## config.mk

```make
export PLATFORM = sky130hd
export DESIGN_NAME = mdr_datapath
export DESIGN_NICKNAME = d
export VERILOG_FILES = /design/src/rtl/mdr_datapath_pkg.sv /design/src/rtl/mdr_datapath_iter.sv /design/src/rtl/mdr_datapath.sv
export SDC_FILE = /design/constraint.sdc
export NUM_CORES = 1
export LEC_CHECK = 0
export CELL_PAD_IN_SITES_DETAIL_PLACEMENT = 1
export CELL_PAD_IN_SITES_GLOBAL_PLACEMENT = 2
export CORE_ASPECT_RATIO = 1.4
export CORE_MARGIN = 8
export CORE_UTILIZATION = 40
export CTS_CLUSTER_SIZE = 28
export DETAILED_ROUTE_END_ITERATION = 12
export DONT_BUFFER_PORTS = 1
export PLACE_DENSITY_LB_ADDON = 0.1
export SLEW_MARGIN = 25
export SYNTH_ARGS = -nofsm -noshare
export SYNTH_HDL_FRONTEND = slang
export SYNTH_SLANG_ARGS = --single-unit
```

## constraint.sdc

```tcl
create_clock -name clk -period 3.3 [get_ports clk]
set_input_delay 0.165 -clock clk [delete_from_list [all_inputs] [get_ports clk]]
set_output_delay 0.165 -clock clk [all_outputs]
set_load 0.005 [all_outputs]
```

## src/rtl/mdr_datapath_pkg.sv

```systemverilog
// ============================================================================
// | Module   : pkg_system_mdr                                                |
// | Brief    : Shared op encoding, width and helper for the MDR datapath.    |
// | Revision : 1.0                                                           |
// ============================================================================
`default_nettype none

package pkg_system_mdr;

   localparam int MDR_DW = 16;

   typedef enum logic [1:0] {
      OP_MUL  = 2'b00,
      OP_DIV  = 2'b01,
      OP_SQRT = 2'b10,
      OP_RSV  = 2'b11
   } e_op;

   typedef struct packed {
      logic [MDR_DW-1:0]        x;
      logic [MDR_DW-1:0]        y;
      e_op                      op;
      logic                     sign_q;
      logic                     sign_r;
      logic [$clog2(MDR_DW):0]  count;
      logic [2*MDR_DW-1:0]      acc;
      logic                     done;
   } st_datapath;

   // Square root retires two radicand bits per step, hence half the steps.
   function automatic int op_iters(input e_op op, input int dw);
      return (op == OP_SQRT) ? dw / 2 : dw;
   endfunction

endpackage

`default_nettype wire

```

## src/rtl/mdr_datapath_iter.sv

```systemverilog
// ============================================================================
// | Module   : mdr_iter_engine                                               |
// | Brief    : Unsigned magnitude core: shift-add MUL, restoring DIV, SQRT.  |
// | Revision : 1.0                                                           |
// ============================================================================
`default_nettype none

module mdr_iter_engine
   import pkg_system_mdr::*;
#(
   parameter int DW = MDR_DW
)
(
   input  logic              clk,
   input  logic              rst,
   input  logic              i_clean,
   input  logic              i_init,
   input  logic              i_enable,
   input  e_op               i_op,
   input  logic [DW-1:0]     i_xmag,
   input  logic [DW-1:0]     i_ymag,
   output logic              o_done,
   output logic [2*DW-1:0]   o_mag_q,
   output logic [DW-1:0]     o_mag_r
);

   localparam int c_cw = $clog2(DW) + 1;

   e_op               r_op;
   logic [c_cw-1:0]   r_cnt;
   logic              r_done;
   logic [2*DW-1:0]   r_p;
   logic [2*DW-1:0]   r_m;
   logic [DW-1:0]     r_s;
   logic [DW-1:0]     r_r;
   logic [DW-1:0]     r_q;

   logic [2*DW-1:0]   w_p;
   logic [2*DW-1:0]   w_m;
   logic [DW-1:0]     w_s;
   logic [DW-1:0]     w_r;
   logic [DW-1:0]     w_q;
   logic [DW:0]       w_t;
   logic [DW:0]       w_trial;
   logic              w_ge;
   logic              w_last;

   assign w_last = (r_cnt == c_cw'(op_iters(r_op, DW) - 1));

   // r_m is the multiplicand for MUL and the divisor for DIV; r_s is the
   // multiplier, the dividend/quotient or the radicand depending on op.
   always_comb begin
      w_p     = r_p;
      w_m     = r_m;
      w_s     = r_s;
      w_r     = r_r;
      w_q     = r_q;
      w_t     = '0;
      w_trial = '0;
      w_ge    = 1'b0;
      case (r_op)
         OP_MUL: begin
            if (r_s[0])
               w_p = r_p + r_m;
            w_m = r_m << 1;
            w_s = r_s >> 1;
         end
         OP_DIV: begin
            w_t     = {r_r, r_s[DW-1]};
            w_trial = {1'b0, r_m[DW-1:0]};
            w_ge    = (w_t >= w_trial);
            w_r     = w_ge ? DW'(w_t - w_trial) : DW'(w_t);
            w_s     = {r_s[DW-2:0], w_ge};
         end
         OP_SQRT: begin
            w_t     = {r_r[DW-2:0], r_s[DW-1:DW-2]};
            w_trial = {r_q[DW-2:0], 2'b01};
            w_ge    = (w_t >= w_trial);
            w_r     = w_ge ? DW'(w_t - w_trial) : DW'(w_t);
            w_q     = {r_q[DW-2:0], w_ge};
            w_s     = {r_s[DW-3:0], 2'b00};
         end
         default: ;
      endcase
   end

   always_ff @(posedge clk or negedge rst) begin
      if (!rst) begin
         r_op   <= OP_MUL;
         r_cnt  <= '0;
         r_done <= 1'b0;
         r_p    <= '0;
         r_m    <= '0;
         r_s    <= '0;
         r_r    <= '0;
         r_q    <= '0;
      end else if (i_clean) begin
         r_op   <= OP_MUL;
         r_cnt  <= '0;
         r_done <= 1'b0;
         r_p    <= '0;
         r_m    <= '0;
         r_s    <= '0;
         r_r    <= '0;
         r_q    <= '0;
      end else if (i_init) begin
         r_op   <= i_op;
         r_cnt  <= '0;
         r_done <= 1'b0;
         r_p    <= '0;
         r_r    <= '0;
         r_q    <= '0;
         r_m    <= {{DW{1'b0}}, (i_op == OP_MUL) ? i_xmag : i_ymag};
         r_s    <= (i_op == OP_MUL) ? i_ymag : i_xmag;
      end else if (i_enable && !r_done) begin
         r_p    <= w_p;
         r_m    <= w_m;
         r_s    <= w_s;
         r_r    <= w_r;
         r_q    <= w_q;
         r_cnt  <= r_cnt + c_cw'(1);
         if (w_last)
            r_done <= 1'b1;
      end
   end

   always_comb begin
      o_mag_q = '0;
      o_mag_r = '0;
      case (r_op)
         OP_MUL:  o_mag_q = r_p;
         OP_DIV: begin
            o_mag_q = {{DW{1'b0}}, r_s};
            o_mag_r = r_r;
         end
         OP_SQRT: begin
            o_mag_q = {{DW{1'b0}}, r_q};
            o_mag_r = r_r;
         end
         default: ;
      endcase
   end

   assign o_done = r_done;

endmodule

`default_nettype wire

```

## src/rtl/mdr_datapath.sv

```systemverilog
// ============================================================================
// | Module   : mdr_datapath                                                  |
// | Brief    : MDR operand capture, checks, sign fix-up and result commit.   |
// | Revision : 1.0                                                           |
// ============================================================================
`default_nettype none

module mdr_datapath
   import pkg_system_mdr::*;
#(
   parameter int DW = MDR_DW
)
(
   input  logic           clk,
   input  logic           rst,
   input  logic [DW-1:0]  i_data,
   input  logic [1:0]     i_op,
   input  logic           i_clean,
   input  logic           i_save_x,
   input  logic           i_save_y,
   input  logic           i_veri,
   input  logic           i_init,
   input  logic           i_enable,
   input  logic           i_veri2,
   input  logic           i_ready,
   output logic           o_error1,
   output logic           o_done,
   output logic           o_error2,
   output logic [DW-1:0]  o_result,
   output logic [DW-1:0]  o_remainder
);

   // Largest positive and largest negative magnitude representable in DW bits.
   localparam logic [2*DW-1:0] c_pos_max = {{(DW+1){1'b0}}, {(DW-1){1'b1}}};
   localparam logic [2*DW-1:0] c_neg_max = {{DW{1'b0}}, 1'b1, {(DW-1){1'b0}}};

   logic [DW-1:0]    r_x;
   logic [DW-1:0]    r_y;
   e_op              r_op;
   logic             r_sign_q;
   logic             r_sign_r;

   logic [DW-1:0]    w_xmag;
   logic [DW-1:0]    w_ymag;
   logic [2*DW-1:0]  w_mag_q;
   logic [DW-1:0]    w_mag_r;
   logic             w_done;
   logic             w_ovf;
   logic [DW-1:0]    w_res;
   logic [DW-1:0]    w_rem;

   // Unsigned DW bits already hold 2^(DW-1), so the most negative operand is exact.
   assign w_xmag = r_x[DW-1] ? (~r_x + DW'(1)) : r_x;
   assign w_ymag = r_y[DW-1] ? (~r_y + DW'(1)) : r_y;

   mdr_iter_engine #(.DW(DW)) u_engine (
      .clk      (clk),
      .rst      (rst),
      .i_clean  (i_clean),
      .i_init   (i_init),
      .i_enable (i_enable),
      .i_op     (r_op),
      .i_xmag   (w_xmag),
      .i_ymag   (w_ymag),
      .o_done   (w_done),
      .o_mag_q  (w_mag_q),
      .o_mag_r  (w_mag_r)
   );

   assign w_ovf = (r_sign_q && (|w_mag_q)) ? (w_mag_q > c_neg_max)
                                           : (w_mag_q > c_pos_max);
   assign w_res = r_sign_q ? (~w_mag_q[DW-1:0] + DW'(1)) : w_mag_q[DW-1:0];
   assign w_rem = r_sign_r ? (~w_mag_r + DW'(1)) : w_mag_r;

   assign o_error1 = i_veri & ((r_op == OP_RSV)
                             | ((r_op == OP_DIV) & (r_y == '0))
                             | ((r_op == OP_SQRT) & r_x[DW-1]));
   assign o_error2 = i_veri2 & w_done & w_ovf;
   assign o_done   = w_done;

   always_ff @(posedge clk or negedge rst) begin
      if (!rst) begin
         r_x         <= '0;
         r_y         <= '0;
         r_op        <= OP_MUL;
         r_sign_q    <= 1'b0;
         r_sign_r    <= 1'b0;
         o_result    <= '0;
         o_remainder <= '0;
      end else if (i_clean) begin
         r_x         <= '0;
         r_y         <= '0;
         r_op        <= OP_MUL;
         r_sign_q    <= 1'b0;
         r_sign_r    <= 1'b0;
         o_result    <= '0;
         o_remainder <= '0;
      end else begin
         if (i_save_x)
            r_x <= i_data;
         if (i_save_y) begin
            r_y  <= i_data;
            r_op <= e_op'(i_op);
         end
         if (i_init) begin
            r_sign_q <= (r_op != OP_SQRT) & (r_x[DW-1] ^ r_y[DW-1]);
            r_sign_r <= r_x[DW-1];
         end
         if (i_ready && w_done) begin
            o_result    <= w_res;
            o_remainder <= w_rem;
         end
      end
   end

endmodule

`default_nettype wire

```

== After elaboration in Yosys (flattened, before gate mapping) ==
Cells that the tools add are included.
Storage, ports and cells
  register bits after elaboration: 188
  logic and storage cells: 130
  output and inout bits: 35
  bits of input ports: 28
Cells by class
  add/sub/neg operators: 9
  reduce and logical (&&, ||, !) cells: 26
  muxes and demuxes: 56
  bitwise gates (word level): 13
  magnitude comparators: 4
  eq/ne operators: 7
Operators by type and width (number)
  $mux W16: 27
  $mux W32: 9
  $pmux W32 S3: 1
  $add A16 B1 Y16 const B: 4
  $not A16 Y16: 4
  $pmux W16 S3: 1
  $add A32 B32 Y32: 1
  $gt A32 B15 Y1 const B: 1
  $gt A32 B16 Y1 const B: 1
  $pmux W16 S2: 1
  $reduce_or A32 Y1: 1
  $sub A16 B16 Y16: 2
  $mux W5: 4
  $ge A17 B16 Y1: 1
  $ge A17 B17 Y1: 1
  $logic_not A16 Y1: 1
  $reduce_bool A3 Y1: 5
  $reduce_and A2 Y1: 5
  $mux W1: 9
  $mux W2: 4
  $reduce_bool A2 Y1: 4
  $and A1 B1 Y1: 6
  $eq A2 B2 Y1 const B: 3
  $add A5 B1 Y5 const B: 1
  other kinds (13): 18

== Logic depth before layout (Yosys ltp) ==
Gate-level depths: netlist of run 1.
  depth in word-level cells: 8
  depth in mapped cells: 15

== Cells and area by module ==
Synthesis of run 1 repeated with hierarchy kept, for this count alone.
Unflattened totals
  cells, all modules: 1612
  area, all modules: 13628.1 um^2
By module, submodules not included
  mdr_iter_engine: sequential area each 3002.9 um^2, cells each 1187, instances 1, area each 9660.5 um^2
  mdr_datapath: sequential area each 1701.6 um^2, cells each 425, instances 1, area each 3967.6 um^2

== Worst setup path after synthesis of run 1 ==
No wires, ideal clock.
  path type: register to register
  from: register u_engine.r_m[0]
  to: register u_engine.r_p[24]
  clock period less this slack: 2.995 ns
  stages on the path, launching flop included: 12
  path slack: 0.305 ns
  arrival: 2.908 ns
  buffers on the path: 0
  path through: dfrtp_1 > ha_1 > fa_1 > a21oi_2 > o21ai_2 > a2111oi_4 > o31ai_2 > a311o_1 > a31o_1 > a21o_1 > a211o_1 > o211ai_1
Between the ends
  word-level cells in the longest chain between the ends: 6
Ends and longest elaborated chain
  from (decl): line mdr_datapath_iter.sv:33  | logic [2*DW-1:0] r_m;
  from (signal assigned): line mdr_datapath_iter.sv:113  | r_m <= {{DW{1'b0}}, (i_op == OP_MUL) ? i_xmag : i_ymag};
  from (signal assigned): line mdr_datapath_iter.sv:117  | r_m <= w_m;
  $add A32 B32 Y32: line mdr_datapath_iter.sv:64  | w_p = r_p + r_m;
  $mux W32: line mdr_datapath_iter.sv:63  | if (r_s[0])
  $mux W32: line mdr_datapath_iter.sv:61  | case (r_op)
  $mux W32: line mdr_datapath_iter.sv:115  | end else if (i_enable && !r_done) begin
  $mux W32: line mdr_datapath_iter.sv:106  | end else if (i_init) begin
  $mux W32: line mdr_datapath_iter.sv:97  | end else if (i_clean) begin
  to (signal assigned): line mdr_datapath_iter.sv:116  | r_p <= w_p;
  to (decl): line mdr_datapath_iter.sv:32  | logic [2*DW-1:0] r_p;
No other way between the ends. The select of a mux whose other input is x is not followed.
A chain may end at the register's enable or synchronous reset.

== Final worst setup path of run 1 ==
  from: register u_engine.r_op[0]
  to: output o_error2
Between the ends
  word-level cells in the longest chain between the ends: 6
Ends and longest elaborated chain
  from (decl): line mdr_datapath_iter.sv:29  | e_op r_op;
  from (signal assigned): line mdr_datapath_iter.sv:107  | r_op <= i_op;
  $eq A2 B2 Y1 (tied with other cells)
  $pmux W32 S3 *: line mdr_datapath_iter.sv:130  | case (r_op)
  branches (longest 2 deep; another with $gt A32 B15 Y1)
  $mux W1 *: line mdr_datapath.sv:70  | assign w_ovf = (r_sign_q && (|w_mag_q)) ? (w_mag_q > c_neg_max)
  $and A1 B1 Y1 *: line mdr_datapath.sv:78  | assign o_error2 = i_veri2 & w_done & w_ovf;
  to (decl): line mdr_datapath.sv:28  | output logic o_error2,
Mark *: on every way between the ends.

==> out/results.tsv, run 1 <==
metric	value	unit
run_status	finished, violations left	
failed_checks	hold timing	
die_w	170	um
p_clk_share	40.2	%
boundaryPins	63	
fin_crit	3220	ps
core_area	32900	um2
syn_area	13200	um2
critPathKind	flop to output port	
dp_cells	1997	
portBuffers	0	
clk_pin_slew	70	ps
clk_latency	460	ps
cts_hold_buf	30	
wl_met1	18.8	mm
synth.net_count	1686	
synth_top_area_share	35.6	%
drive_above_1_share	8.90	%
grt_usage	23.7	%
drt-pass1-iter-count	5	
yosys-top-cells-count	251 x nand2_1, 188 x dfrtp_1, 146 x nor2_1	
cp_data_required_time	3130	ps
htree_num_levels	4	
route.met3.wl	1.07	mm
viasPerCell	5.77	
synth_area_leaders	dfrtp_1 36%, nand2_1 7.1%, ha_1 7.0%	
die_area	39200	um2
cp_top_family	simple AND/OR/NAND/NOR gates	
synthFlopType	dfrtp_1	
synth_seq_cells	188	
grt_pass1_vias	12800	
relSlewSlack	43.7	%
worst_pin_slew	843	ps
p_seq_share	40.1	%
cp.buffers_inverters	1	
multi_input_area	8000	um2
cts_tree	yes	
regArea	4710	um2
hpwl	33.8	mm
max-vdd-ir-drop	0.000246	V
crit_chain	inv_1, ha_4, a222oi_1, and3_1, a21o_1, nand2_1, or2_1, or3_1, o21ai_1, a21oi_1	
drv_cap	0	
area_growth	13.8	%
drt_iter0_markers	774	
fmax	0.310	GHz
antenna_left	0	
yosysUniqueCellTypes	77	
critPathMaxStageDelay	440	ps
yosysMostFrequentCell	nand2_1	
hp-class	input pin to asynchronous set/reset pin	
grt_pass1_wl	72.8	mm
synth_xor_area_share	6.56	%
num_vias	12000	
antenna_cells	0	
place_area	13900	um2
period_share	97.6	%
p_sw	0.00182	W
power_density	409	nW/um2
overflow	0	
synthSimpleGateAreaFrac	17.5	%
drc	0	
clk_path_buf_depth	2	
reg2reg_from	u_engine.r_p[0]$_DFFE_PN0P_	
cts_sinks	188	
initial_core_util	40.2	%
synthAdderAreaFrac	7.31	%
critPathLaunchType	flop	
wl_per_cell	21.9	um
synth_compound_area_share	23.9	%
path_max_fanout	11	
yosysWarnings	0	
grt_max_degree	189	
final_nets	1721	
synth_top_family_by_area	compound AO/OA/AOI/OAI gates	
cp_slowest_cell	a222oi_1	
synthesis.instances	1582	
antenna_found_initial	0	
power_frac_comb	19.7	%
leakagePower	6.67	nW
fill_cells	3931	
avgSynthCellArea	8.36	um2
top_layer_used	met4	
fin_skew	11.0	ps
async_flop_share	100	%
slew_viol_final	0	
hold_violations	188	
place.gp.congestion	0.864	
power.internal	0.00434	W
cts_root_buf	clkbuf_16	
synth.mux.area_fraction	4.79	%
finalSetupViolCount	0	
routed_wl	45.5	mm
holdWs	-601	ps
met2_length	23.7	mm
endpoint_kind	output port	
rows	79	
cts_buffers	17	
reg2reg_depth	11	
die_h	231	um
post-synth-top-area-cell	dfrtp_1	
r2r_slack	140	ps
design_area	15000	um2
arrival	3060	ps
r2r_end	u_engine.r_p[24]$_DFFE_PN0P_	
stdcell_count	2075	
synth_edf_count	0	
power_switching_share	29.5	%
seq_area_frac_synth	35.6	%
==> sequential cells by signal (all words and copies together), names as in the netlist, 16 cells and up <==
register      flops
u_engine.r_r     16
r_x              16
u_engine.r_q     16
u_engine.r_s     16
o_remainder      16
u_engine.r_p     32
r_y              16
o_result         16
u_engine.r_m     32
==> cells in the final DEF, fill, tap and decap left out, types with 8 or more instances in the layout <==
| master | n |
|---|---|
| a211oi_1 | 13 |
| inv_1 | 59 |
| nand2_1 | 251 |
| a22o_1 | 29 |
| xor2_1 | 59 |
| o211ai_1 | 17 |
| nor3_1 | 16 |
| nor2b_1 | 14 |
| a222oi_1 | 12 |
| dlygate4sd3_1 | 27 |
| or2_2 | 11 |
| a31oi_1 | 18 |
| mux2i_1 | 61 |
| a2bb2oi_1 | 10 |
| nand4_1 | 13 |
| a21oi_1 | 103 |
| xnor2_1 | 40 |
| ha_1 | 71 |
| or3_1 | 15 |
| dfrtp_1 | 186 |
| clkbuf_16 | 17 |
| nand3_1 | 13 |
| o21ai_1 | 8 |
| o31ai_1 | 18 |
| buf_4 | 71 |
| a21o_1 | 18 |
| nor2_1 | 145 |
| or4_1 | 8 |
| o21ai_0 | 140 |
| o21a_1 | 10 |
| a22oi_1 | 16 |
==> cell type report <==
class / instances / share of cell area [%]
clock inverters: 12 / 1.54
multi-input cells: 1249 / 53.1
repair buffers: 102 / 5.82
well taps: 445 / 3.70
flip-flops and latches: 188 / 31.3
clock buffers: 20 / 3.04
inverters: 59 / 1.47
==> what timing repair did <==
action                     CTS  global route
gates resized for setup      6             4
setup endpoints to repair    1             4
hold endpoints to repair   260           188
setup buffers               10             6
pin swaps                    4             4
==> routing by layer <==
layer / global-route usage [%] / up-vias
met5: 0 / -
met4: 10.9 / 0
met3: 2.96 / 82
met2: 42.9 / 190
met1: 27.3 / 5989
li1: - / 5719
==> per-stage QoR <==
stage / util [%] / setup TNS (ps) / setup slack, ps / hold slack (ps) / power (W)
finish: 45.7 / 0 / 78.7 / -601 / 0.00616
global route: 45.7 / -62.6 / -62.6 / -624 / 0.00642
CTS: 45.6 / 0 / 2.81 / -623 / 0.00621
detailed placement: 42.2 / 0 / 118 / -121 / 0.00364
global placement: 42.2 / 0 / 156 / -120 / 0.00362
floorplan: - / 0 / 305 / -131 / 0.00332
==> worst reg2reg max path, cell delays in order, from the launching register on <==
cell       delay, ps
dfrtp_1          410
ha_1             240
fa_1             430
a21oi_2          190
o21ai_2          110
a2111oi_4        370
o31ai_2          130
a311o_1          370
a31o_1           260
a21o_1           190
a211o_1          290
o211ai_1          90
==> power groups by stage <==
stage | sequential [W] | clock (W) | combinational (W)
2_1_floorplan | 0.00246 | 0 | 0.000858
3_3_place_gp | 0.00251 | 0 | 0.00111
3_5_place_dp | 0.00251 | 0 | 0.00113
4_1_cts | 0.00247 | 0.00253 | 0.00121
5_1_grt | 0.00248 | 0.00260 | 0.00133
6_report | 0.00247 | 0.00248 | 0.00121
==> how the worst max path moves through the flow <==
stage                                       from                           end  slack (ps)  depth (start not counted)
finish              u_engine.r_op[0]$_DFFE_PN0N_                      o_error2          80                         10
global route        u_engine.r_op[1]$_DFFE_PN0N_                      o_error2         -60                         10
CTS                 u_engine.r_op[1]$_DFFE_PN0N_                      o_error2           3                         10
detailed placement   u_engine.r_m[0]$_DFFE_PN0P_  u_engine.r_p[24]$_DFFE_PN0P_         120                         11
global placement     u_engine.r_p[0]$_DFFE_PN0P_  u_engine.r_p[24]$_DFFE_PN0P_         160                         11
floorplan            u_engine.r_m[0]$_DFFE_PN0P_  u_engine.r_p[24]$_DFFE_PN0P_         310                         11
==> logic make-up after synthesis <==
family | after synthesis
xor gates and xnor gates | 99
buffers and inverters | 145
DFF | 188
and+or+nand+nor | 529
AOI/OAI and AO/OA | 482
muxes | 63
adders and majority gates | 76
Power figures use the tool's default switching activity.
==> run 2: changes to the inputs <==
ABC_AREA = 1   (was default)
CORE_UTILIZATION = 37   (was 40)
==> out/results.tsv, run 2 <==
metric	value	unit
slew_viol_final	0	
fmax	0.340	GHz
failed_checks	hold timing	
drive_above_1_share	5.37	%
grtUsageMet1	27.4	%
synth_area_leaders	dfrtp_1 33%, nand2_1 20%, nand3_1 7.1%	
htree_num_levels	4	
grt.busiest_layer	met2	
yosysUniqueCellTypes	54	
synth_seq_cells	188	
rows	85	
cts_tree	yes	
grt_usage	24.3	%
fin_crit	2940	ps
fill_cells	5103	
seq_area_frac_synth	32.5	%
rsz0062_at_grt	false	
hp-class	input pin to asynchronous set/reset pin	
avgSynthCellArea	6.60	um2
drv_cap	0	
hpwl	43.3	mm
synth_edf_count	0	
syn_area	14500	um2
antenna_left	0	
num_vias	14300	
fin_skew	17.9	ps
reg_top3	u_engine.r_m x32, u_engine.r_p x32	
max-vdd-ir-drop	0.000421	V
cts_root_buf	clkbuf_16	
relSlewSlack	39.5	%
boundaryPins	63	
critPathLaunchType	flop	
crit_chain	inv_1, ha_1, buf_4, nand2_1, nand3_1, nand2_1, ha_1, nand3_1, nor2_1, nand2_1, inv_1, nand4_1, a21oi_1, nor2_1	
drt_iter0_markers	704	
hold_violations	188	
crit_top_cell	nand2_1	
wl_per_cell	20.2	um
critPathKind	flop to output port	
core_area	38500	um2
cp_top_family	simple AND/OR/NAND/NOR gates	
overflow	0	
cp.buffers_inverters	3	
finalSetupViolCount	0	
yosys-top-cells-count	763 x nand2_1, 234 x inv_1, 206 x nand3_1	
synth_top_area_share	32.5	%
path_max_fanout	17	
utilization	40.9	%
post_cts_buffers	0	
setup_tns	0	ps
setup_slack	363	ps
clk_latency	470	ps
worst_pin_slew	907	ps
die_w	183	um
grt_use_met3	2.94	%
async_flop_share	100	%
grt_pass1_vias	15100	
holdWs	-607	ps
antenna_cells	0	
layout_commonest_cell	nand2_1	
post-synth-top-area-cell	dfrtp_1	
synthFlopType	dfrtp_1	
grtUsageMet2	44.2	%
cp_slowest_cell	dfrtp_1	
power_density	377	nW/um2
final_nets	2288	
portBuffers	0	
antenna_found_initial	1	
dp_slack	366	ps
viasPerCell	5.27	
drt-pass1-iter-count	7	
cts_buffers	17	
place.gp.congestion	0.905	
synth.net_count	2293	
initial_core_util	37.5	%
routed_wl	54.9	mm
leakagePower	7.98	nW
die_area	45700	um2
grt_max_degree	189	
area_growth	8.98	%
design_area	15800	um2
run_status	finished, violations left	
cts_hold_buf	23	
place_area	14900	um2
endpoint_kind	output port	
die_h	250	um
drc	0	
period_share	89.0	%
mostFrequentLayoutCells	763 x nand2_1, 234 x inv_1, 206 x nand3_1, 188 x dfrtp_1, 153 x o21ai_0	
clk_pin_slew	80	ps
yosysWarnings	0	
cts_sinks	188	
clk_path_buf_depth	2	
synthesis.instances	2189	
critPathMaxStageDelay	380	ps
arrival	2770	ps
yosysMostFrequentCell	nand2_1	
grt_pass1_wl	86.6	mm
cp_data_required_time	3130	ps
-- run 2: changes by cell type after synthesis, sizes merged, moves of 30 or more --
cell    delta
inv      +185
mux2i     -61
clkbuf    -38
xnor2     -30
o22ai     +37
nand3    +195
nand2    +532
-- run 2: timing repair --
action                                  4_1_cts  5_1_grt
hold endpoints to repair                    261      188
resized for setup                             0        2
endpoints found under the setup margin        0        1
-- run 2: worst reg2reg max path, cell delays in order, from the launching register on --
cell and delay, ps:
dfrtp_1 410, inv_1 110, ha_2 380, buf_4 230
nand2_1 150, inv_1 110, nor2_1 230, nand4_1 170
nand3b_1 230, nand2_1 180, o21ai_0 310, nand3_1 160
nand2_1 60
-- run 2: cell families after synthesis --
family                   Yosys count  share of synthesized area [%]
XOR/XNOR                          49                           2.97
AND/OR/NAND/NOR                 1200                           35.2
adder cells (fa/ha/maj)           76                           6.68
AO/OA/AOI/OAI                    357                           13.7
buffers and inverters            319                           8.98
flip-flops                       188                           32.5
-- run 2: layout make-up --
type / instances / area [um2] / share of cell area, %
clock inverter: 8 / 82.6 / 0.524
sequential: 188 / 4700 / 29.9
clock buffer: 24 / 492 / 3.12
inverter: 248 / 932 / 5.92
multi-input combinational: 1682 / 8470 / 53.8
tap: 522 / 653 / 4.15
timing repair buffer: 47 / 420 / 2.67
-- run 2: metal layers --
metal	vias up	part of all wire, %
met4	2	5.1
li1	7103	-
met3	97	2.0
met2	186	52
met1	6944	41
met5	-	0.024
-- run 2: final timing paths --
kind | cells after the start | slack [ps] | to | from
setup / recovery | 14 | 360 | o_error2 | u_engine.r_op[0]$_DFFE_PN0N_
hold / removal | 0 | -610 | u_engine.r_r[13]$_DFFE_PN0P_ | rst
setup reg to reg | 12 | 460 | o_remainder[15]$_DFFE_PN0P_ | u_engine.r_op[1]$_DFFE_PN0N_
hold reg to reg | 2 | 490 | r_x[0]$_DFFE_PN0P_ | r_x[0]$_DFFE_PN0P_
max in group asynchronous | 0 | 3510 | r_y[7]$_DFFE_PN0P_ | rst
min in group clk | 3 | 10 | r_y[14]$_DFFE_PN0P_ | i_save_y
-- run 2: metrics by stage --
stage / hold WS, ps / std cells / power (W)
after floorplan: -131 / 2189 / 0.00345
after global placement: -117 / 2664 / 0.00381
after detailed placement: -117 / 2664 / 0.00383
after CTS: -633 / 2719 / 0.00599
after global routing: -637 / 2719 / 0.00623
final: -607 / 2719 / 0.00594
-- run 2: where the power goes --
group,internal (W),total (W),switching (W)
clock,0.00113,0.00212,0.000996
sequential,0.00238,0.00250,0.000114
combinational,0.000409,0.00132,0.000913
==> run 3: changes to the inputs <==
BUFFER_PORTS_ARGS = -buffer_cell sky130_fd_sc_hd__clkbuf_2   (was default)
CORE_UTILIZATION = 35   (was 37)
DONT_BUFFER_PORTS = default   (was 1)
==> out/results.tsv, run 3 (same netlist as run 2, synthesis figures left out) <==
metric	value	unit
rsz0062_at_grt	false	
die_area	48200	um2
period_share	89.7	%
routed_wl	55.0	mm
path_max_fanout	14	
run_status	completed	
boundaryPins	63	
post_cts_buffers	0	
regArea	4700	um2
holdWs	47.7	ps
reg2reg_from	u_engine.r_op[1]$_DFFE_PN0N_	
design_area	16200	um2
grt_max_degree	73	
grt.busiest_layer	met2	
relSlewSlack	45.0	%
initial_core_util	35.3	%
final_nets	2352	
worst_pin_slew	824	ps
antenna_found_initial	0	
num_vias	14600	
overflow	0	
setup_tns	0	ps
power_density	389	nW/um2
critPathMaxStageDelay	390	ps
fill_cells	5364	
drv_cap	0	
area_growth	12.1	%
die_w	188	um
grtUsageMet2	43.4	%
critPathLaunchType	flop	
critPathKind	flop to output port	
hp-class	input pin to flop	
clk_pin_slew	80	ps
drt-pass1-iter-count	5	
hold_violations	0	
grtUsageMet1	25.3	%
arrival	2800	ps
hpwl	44.6	mm
drt_iter0_markers	643	
dp_cells	2749	
crit_chain	inv_1, ha_1, buf_4, nand2_1, nand3_1, nand2_1, ha_1, nand3_1, nor2_1, nand2_1, inv_1, nand4_1, a21oi_1, nor2_1, clkbuf_2	
place_area	15300	um2
cts_sinks	188	
clk_path_buf_depth	2	
core_area	41000	um2
mostFrequentLayoutCells	763 x nand2_1, 234 x inv_1, 206 x nand3_1, 188 x dfrtp_1, 153 x o21ai_0	
drive_above_1_share	8.23	%
finalSetupViolCount	0	
portBuffers	62	
grt_pass1_vias	15400	
grt_pass1_wl	87.2	mm
viasPerCell	5.21	
max-vdd-ir-drop	0.000380	V
leakagePower	8.32	nW
antenna_left	0	
antenna_cells	0	
startpoint	u_engine.r_op[0]$_DFFE_PN0N_	
die_h	256	um
fmax	0.338	GHz
place.gp.congestion	0.898	
reg_top3	u_engine.r_m x32, u_engine.r_p x32	
grt_use_met3	2.35	%
clk_latency	470	ps
htree_num_levels	4	
drc	0	
multi_input_area	8470	um2
min_from	i_init	
fin_skew	15.9	ps
cp_slowest_cell	dfrtp_1	
endpoint_kind	output port	
wl_per_cell	19.6	um
cts_tree	yes	
crit_top_cell	nand2_1	
cts_buffers	17	
cts_root_buf	clkbuf_16	
layout_commonest_cell	nand2_1	
fin_crit	2960	ps
slew_viol_final	0	
grt_usage	23.0	%
stdcell_count	2801	
p_total	0.00629	W
cp_data_required_time	3130	ps
rows	88	
[run 3: cell types whose count changed in the layout (fill, tap and decap cells not counted), moves of 3 or more]
cell and change:
clkbuf_2 +61, buf_4 +4, bufinv_16 +4, clkbuf_1 -3, inv_6 +3
[run 3: power by group]
group,total [W],internal [W],switching (W)
logic,0.00139,0.000422,0.000965
clock network,0.00241,0.00141,0.000998
registers,0.00249,0.00238,0.000110
total,0.00629,0.00422,0.00207
[run 3: path summary, 6_finish.rpt]
path / to / cells past startpoint / slack, ps
worst min register to register: o_result[6]$_DFFE_PN0P_ / 2 / 480
worst max-delay path: o_error2 / 15 / 340
worst max register to register: o_remainder[15]$_DFFE_PN0P_ / 12 / 550
worst min-delay path: u_engine.r_cnt[3]$_DFFE_PN0P_ / 4 / 50
max in group asynchronous: u_engine.r_p[25]$_DFFE_PN0P_ / 3 / 2110
min in group asynchronous: u_engine.r_s[14]$_DFFE_PN0P_ / 2 / 290
[run 3: what timing repair did]
| item | 4_1_cts | 5_1_grt |
|---|---|---|
| setup endpoints to repair | 0 | 1 |
| hold buffers | 20 | 0 |
| gates resized for setup | 0 | 2 |
| endpoints found under the hold margin | 101 | 0 |
[run 3: per-stage QoR]
step / setup slack (ps) / util [%]
floorplan: 1260 / -
global placement: 469 / 37.4
detailed placement: 480 / 37.4
CTS: 107 / 39.5
global route: 58.7 / 39.5
finish: 339 / 39.5
[run 3: area by class of cell]
cell class / instances / share of cell area [%]
clock inverter: 12 / 1.26
clock buffer: 20 / 2.88
timing repair buffer: 111 / 4.63
sequential: 188 / 29.0
tap: 540 / 4.17
inverter: 248 / 5.75
multi-input combinational: 1682 / 52.3
[run 3: metal layers]
metal / vias to the layer above / wire, um
li1: 7227 / -
met1: 7099 / 22200
met2: 175 / 29400
met3: 79 / 905
met4: 0 / 2520
met5: - / 0
[run 3: critical path: cells and delay by family, from the launching register on]
kind,cells,cell delay (ps)
and+or+nand+nor,8,860
buffers and inverters,4,460
adders and majority gates,2,450
DFF,1,390
AOI/OAI and AO/OA,1,160
